## config.mk

```make
export PLATFORM = sky130hd
export DESIGN_NAME = frame_writer
export DESIGN_NICKNAME = d
export VERILOG_FILES = /design/src/rtl/frame_writer.sv
export SDC_FILE = /design/constraint.sdc
export NUM_CORES = 1
export LEC_CHECK = 0
export BUFFER_PORTS_ARGS = -buffer_cell sky130_fd_sc_hd__buf_2
export CORE_AREA = 8 8 128 130
export CTS_CLUSTER_DIAMETER = 30
export DETAILED_ROUTE_END_ITERATION = 12
export DIE_AREA = 0 0 136 138
export MAX_ROUTING_LAYER = met4
export PLACE_DENSITY_LB_ADDON = 0.08
export SLEW_MARGIN = 20
export SYNTH_ARGS = -nofsm -noshare
export SYNTH_HDL_FRONTEND = slang
export SYNTH_SLANG_ARGS = --single-unit
```

## constraint.sdc

```tcl
create_clock -name Clk50 -period 4.4 [get_ports Clk50]
set_input_delay 0.88 -clock Clk50 [delete_from_list [all_inputs] [get_ports Clk50]]
set_output_delay 0.88 -clock Clk50 [all_outputs]
set_load 0.01 [all_outputs]
```

## src/rtl/frame_writer.sv

```systemverilog
// Per-frame scan engine: sweeps the screen, realigns horizon ROM data and writes the frame buffer.
// Define FW_BG_FILL_EN to write BG_COLOR for unqualified pixels instead of skipping them.
module frame_writer #(
   parameter int unsigned      SCREEN_W    = 640,
   parameter int unsigned      SCREEN_H    = 480,
   parameter int unsigned      ROM_LAT     = 2,
   parameter int unsigned      PIX_W       = 4,
   parameter logic [PIX_W-1:0] TRANSPARENT = '0,
   parameter logic [PIX_W-1:0] BG_COLOR    = PIX_W'(1)
) (
   input  logic             Clk50,
   input  logic             Reset,
   input  logic             frame_start,
   output logic [9:0]       WriteX,
   output logic [9:0]       WriteY,
   input  logic             horizon_on_wr,
   input  logic [17:0]      horizon_address,
   output logic [17:0]      rom_addr,
   output logic             rom_en,
   input  logic [PIX_W-1:0] rom_data,
   output logic [18:0]      fb_addr,
   output logic [PIX_W-1:0] fb_data,
   output logic             fb_we,
   input  logic             fb_ready,
   output logic             busy,
   output logic             frame_done
);

   typedef enum logic [1:0] {StIdle, StScan, StDrain} state_t;

   state_t                    state;
   logic [18:0]               pix_cnt;
   logic [ROM_LAT-1:0]        st_valid;
   logic [ROM_LAT-1:0]        st_on;
   logic [ROM_LAT-1:0][18:0]  st_addr;
   logic                      advance;
   logic                      last_x;
   logic                      last_y;
   logic                      qualified;
   logic                      wr_en;
   logic [PIX_W-1:0]          pix_data;

   // A pending write that is not accepted freezes the whole scan and ROM pipeline.
   assign advance    = !(fb_we && !fb_ready);
   assign rom_addr   = horizon_address;
   assign rom_en     = (state != StIdle) && advance;
   assign busy       = (state != StIdle);
   assign frame_done = (state == StDrain) && (st_valid == '0) && advance;
   assign last_x     = (WriteX == 10'(SCREEN_W - 1));
   assign last_y     = (WriteY == 10'(SCREEN_H - 1));
   assign qualified  = st_on[ROM_LAT-1] && (rom_data != TRANSPARENT);
   assign pix_data   = qualified ? rom_data : BG_COLOR;

`ifdef FW_BG_FILL_EN
   assign wr_en = st_valid[ROM_LAT-1];
`else
   assign wr_en = st_valid[ROM_LAT-1] && qualified;
`endif

   always_ff @(posedge Clk50 or posedge Reset) begin
      if (Reset) begin
         state    <= StIdle;
         WriteX   <= '0;
         WriteY   <= '0;
         pix_cnt  <= '0;
         st_valid <= '0;
         st_on    <= '0;
         st_addr  <= '0;
         fb_we    <= 1'b0;
         fb_addr  <= '0;
         fb_data  <= '0;
      end else begin
         // Stage 0 is loaded with the coordinate issued this cycle; the last stage
         // lines up with rom_data because the ROM advances on the same enable.
         if (state != StIdle && advance) begin
            for (int unsigned i = 1; i < ROM_LAT; i++) begin
               st_valid[i] <= st_valid[i-1];
               st_on[i]    <= st_on[i-1];
               st_addr[i]  <= st_addr[i-1];
            end
            st_valid[0] <= (state == StScan);
            st_on[0]    <= horizon_on_wr;
            st_addr[0]  <= pix_cnt;
            fb_we       <= wr_en;
            if (wr_en) begin
               fb_addr <= st_addr[ROM_LAT-1];
               fb_data <= pix_data;
            end
         end

         case (state)
            StIdle: begin
               if (frame_start) begin
                  state   <= StScan;
                  WriteX  <= '0;
                  WriteY  <= '0;
                  pix_cnt <= '0;
               end
            end
            StScan: begin
               if (advance) begin
                  if (last_x) begin
                     WriteX <= '0;
                     if (last_y) begin
                        WriteY  <= '0;
                        pix_cnt <= '0;
                        state   <= StDrain;
                     end else begin
                        WriteY  <= WriteY + 10'd1;
                        pix_cnt <= pix_cnt + 19'd1;
                     end
                  end else begin
                     WriteX  <= WriteX + 10'd1;
                     pix_cnt <= pix_cnt + 19'd1;
                  end
               end
            end
            StDrain: begin
               if (frame_done) state <= StIdle;
            end
            default: state <= StIdle;
         endcase
      end
   end

endmodule

```

Word level (Yosys, flattened, before mapping)
Cells that the tools add are included.

Register bits after elaboration: 107. Bits of input ports: 27. Word-level logic and storage cells: 60. Output and inout bits: 65.

Add/sub/neg operators: 3. Equality and inequality tests: 9. Reductions and logical operators: 17. Muxes and demuxes: 20.

Operator list (count): 19-bit 2-to-1 mux (4); 10-bit 2-to-1 mux (6); 10-bit one-hot mux with 2 select lines (2); 19-bit one-hot mux with 2 select lines (1); 10-bit by 1-bit adder with 10-bit output, second input constant (2); 19-bit by 1-bit adder with 19-bit output, second input constant (1); 10-bit equality test, second input constant (1); 10-bit by 9-bit equality test with 1-bit output, second input constant (1); 2-bit 2-to-1 mux (5); 2-bit inequality test, second input constant (5); 1-bit logical AND (6); 2-bit one-hot mux with 3 select lines (1); 5-bit AND reduction (1); 2-bit zero test (2); 4-bit 2-to-1 mux (1); 4-bit AND reduction (1); 2-bit nonzero test (2); 4-bit nonzero test (1); 3-bit AND reduction (1); 2-bit by 1-bit equality test with 1-bit output, second input constant (1); 2-bit equality test, second input constant (1); 1-bit zero test (2); 2-bit AND reduction (1).

Logic depth before layout (Yosys ltp)
Word-level depth: 6. Gate-level depth with buffers: 7. Gate-level depth less buffers: 6.

Worst setup path before layout
No wires, ideal clock.

Path type: in2out. Start point: in fb_ready. End point: out rom_en. Arrival: 1.558 ns. Required time: 3.520 ns. Stages: 4. Slack: 1.962 ns. Buffers on the path: 1. Cell sequence: nand2b_1 > nand2_2 > clkinv_1 > clkbuf_1.

Cells in the longest elaborated chain, start to end: 4.

RTL lines: from (decl) (RTL line 24) `input logic fb_ready,`; 1-bit zero test (RTL line 44) `assign advance = !(fb_we && !fb_ready);`; 1-bit logical AND (RTL line 44); 1-bit zero test (RTL line 44); 1-bit logical AND (RTL line 46) `assign rom_en = (state != StIdle) && advance;`; to (decl) (RTL line 19) `output logic rom_en,`.

Every way passes these cells.

Worst setup path after layout
Start point: reg state[0]. End point: out rom_en.

Cells in the longest elaborated chain, start to end: 2.

RTL lines: from (decl) (RTL line 31) `state_t state;`; from (signal assigned) (RTL line 62) `state <= StIdle;`; from (signal assigned) (RTL line 94) `state <= StScan;`; from (signal assigned) (RTL line 107) `state <= StDrain;`; 2-bit nonzero test (RTL line 46); 1-bit logical AND (RTL line 46).

Every way passes these cells.

==> flow_summary.toml <==
[run_status]
status = "completed"

[power]
combPwrFrac_pct = 23.6
switching_share_pct = 32.7
internal_power_mw = 1.92
p_total_mw = 2.86
peakVddDrop_v = 0.000230
clkPwrFrac_pct = 28.8
seq_power_share_pct = 47.6
power_density_nw_per_um2 = 518
power_switching_mw = 0.935
p_leak_nw = 2.76

[clocking]
clk_pin_slew_worst_paths_ns = 0.07
h-tree-depth = 3
ctsLongestPathBuffers = 2
cts_tree = "done"
post_cts_buffers = 0
insertion_delay_ns = 0.34
cts-resized-gates = 0
clockRootBuffer = "clkbuf_16"
cts_buffers = 9
clock_sinks = 107
cts_hold_buf = 0

[floorplan]
die_y_um = 138
fp.dieW_um = 136
rows = 44
initial_core_util_pct = 34.2
die-area_um2 = 18800
io_pins = 92
core-area_um2 = 14300

[synthesis]
synth_edf_count = 0
yosysTopAreaCell = "dfrtp_1"
synth_top_cell_area_share_pct = 54.7
synth.yosys.warnings = 0
synth_ff_type = "dfrtp_1"
synthArstFlopShare_pct = 100
ys_types = 58
synth_seq_cells = 107
synthesis.instances = 471
synth_area_leaders = "dfrtp_1, nand2_1, mux2_1"
synth_fp_nets = 501
avgSynthCellArea_um2 = 10.4
ys_seq_area_share_pct = 54.7
syn_area_um2 = 4890

[layout]
antenna_cells = 0
utilization_pct = 38.5
fin_nets = 540
drive_gt1_share_pct = 21.6
areaGrowthSynthToFinish_pct = 12.6
fillers = 1496

[drt]
ant_nets = 0
wl_um = 10400
avgRoutedWirePerCell_um = 14.9
first_pass_iters = 4
vias_per_cell = 4.69
remaining_drc_errors = 0
num_vias = 3280
drt_iter0_markers = 198

[setup_path]
path_max_fanout = 20
worstSetupStartpointType = "flop"
critical-path-top-delay-family = "simple AND/OR/NAND/NOR gates"
critPathCaptureType = "output pin"
cp_num_buf_inv = 3
worstPathCellList = "nor2_2 > inv_2 > nand2_2 > clkinv_1 > buf_2"
crit_slowest_cell = "dfrtp_1"
max_stage_delay_ns = 0.51
arrival_ns = 1.90
path_class = "reg -> out"
worstPathRequired_ns = 3.52

[timing]
clock_skew_ns = 0.00478
layout_setup_ws_ns = 1.62
timing.final.hold_violations = 0
relSlewSlack_pct = 54.9
rsz0062_at_grt = "false"
finalSetupTns_ns = 0
final-setup-viol-count = 0
fmax_ghz = 0.360
tightest_slew_ns = 0.670
timing.final.max_slew_violations = 0
fin_crit_sh_pct = 63.1
period_needed_ns = 2.78

[grt]
antenna_found_initial = 0
grt_pass1_vias = 3403
grt_pass1_wl_um = 17900
overflow = 0
grt_max_degree = 47
grtUsageTotal_pct = 12.0

[place]
pre_cts_ws_ns = 1.60
dp_hpwl_um = 7250
numPortBuffers = 55
gp_congestion = 0.736

[min_path]
hold_class = "reg -> reg"

[run]
drv_cap = 0
registers in the layout, indices dropped and copies added (netlist names):
register and flops:
st_addr 38, fb_addr 19, pix_cnt 19, WriteX 10
WriteY 10, fb_data 4, st_on 2, st_valid 2
state 2, fb_we 1
worst min-delay path, stage by stage, from the launching register on:
cell,delay [ns]
dfrtp_1,0.34
nand2_1,0.05
nand2_1,0.05
power groups by stage:
stage	clock network, mW	registers, mW	logic, mW
after floorplan	0	1.38	0.468
after global placement	0	1.38	0.685
after global routing	0.886	1.40	0.769
final	0.824	1.36	0.673
after detailed placement	0	1.38	0.694
after CTS	0.858	1.36	0.695
routing by layer:
layer  routed length, um  up-vias  share of wire [%]  track usage, %
li1                    -     1645                  -               -
met1                5230     1550                 50            16.1
met2                4510       68                 43            16.8
met3                 493       17                4.7            2.86
met4                 170        0                1.6            5.09
met5                   0        -                  0               -
cell usage in the layout (no fill, tap or decap), types with 3 or more instances in the layout:
master / count
nor3_1: 4
dfrtp_1: 107
nand4_1: 8
ha_1: 3
and4_1: 4
and3_1: 3
nand2_1: 139
mux2_1: 19
a221o_1: 3
xnor2_1: 6
a22o_1: 3
nor2b_1: 4
nor3_4: 4
nand3_1: 15
clkbuf_16: 9
xor2_1: 16
nor2_1: 37
o21ai_0: 12
buf_4: 5
buf_2: 55
mux2_2: 6
path summary, 6_finish.rpt:
path / startpoint / endpoint / slack [ns] / cells past startpoint
setup / recovery: state[0]$_DFFE_PP0P_ / rom_en / 1.62 / 5
hold / removal: st_addr[11]$_DFFE_PP0P_ / st_addr[30]$_DFFE_PP0P_ / 0.47 / 2
setup reg to reg: state[0]$_DFFE_PP0P_ / fb_addr[4]$_DFFE_PP0P_ / 2.08 / 6
hold reg to reg: st_addr[11]$_DFFE_PP0P_ / st_addr[30]$_DFFE_PP0P_ / 0.47 / 2
max in group asynchronous: Reset / fb_addr[4]$_DFFE_PP0P_ / 2.92 / 3
min in group asynchronous: Reset / WriteY[7]$_DFFE_PP0P_ / 0.60 / 2
cells in the mapped netlist, drive strengths merged (2+ instances only):
master and n:
xnor2 6, nor2 41, xor2 16, nand2 142, nor3 10, and3 5, o31ai 3, and4 5
buf 24, o21ai 12, dfrtp 107, clkbuf 8, a21o 2, nor4 3, a22o 4, nand4 9
ha 3, a221o 3, nand3 16, a21oi 2, nand2b 3, nor2b 4, inv 2, mux2 25
nand4b 2
through the flow:
stage | std cells | cell area [um2] | hold slack [ns]
finish | 699 | 5510 | 0.470
global route | 699 | 5510 | 0.499
detailed placement | 683 | 5210 | 0.454
floorplan | 471 | 4890 | 0.439
CTS | 699 | 5510 | 0.473
global placement | 683 | 5210 | 0.455
cell families after synthesis:
| logic type | after synthesis | share of synthesized area [%] |
|---|---|---|
| xor gates and xnor gates | 22 | 3.94 |
| DFF | 107 | 54.7 |
| buffers and inverters | 35 | 4.93 |
| AOI/OAI and AO/OA | 33 | 5.50 |
| and+or+nand+nor | 245 | 24.2 |
| muxes | 26 | 5.96 |
| adders and majority gates | 3 | 0.767 |
layout make-up:
cell class                      count  area, um2  share of cell area, %
Tap cell                          184        230                   4.18
Timing Repair Buffer               60        313                   5.67
Sequential cell                   107       2680                   48.6
Clock buffer                       10        239                   4.33
Clock inverter                      6       63.8                   1.16
Multi-Input combinational cell    329       1980                   35.8
Inverter                            3       13.8                  0.250
Power figures use the tool's default switching activity.
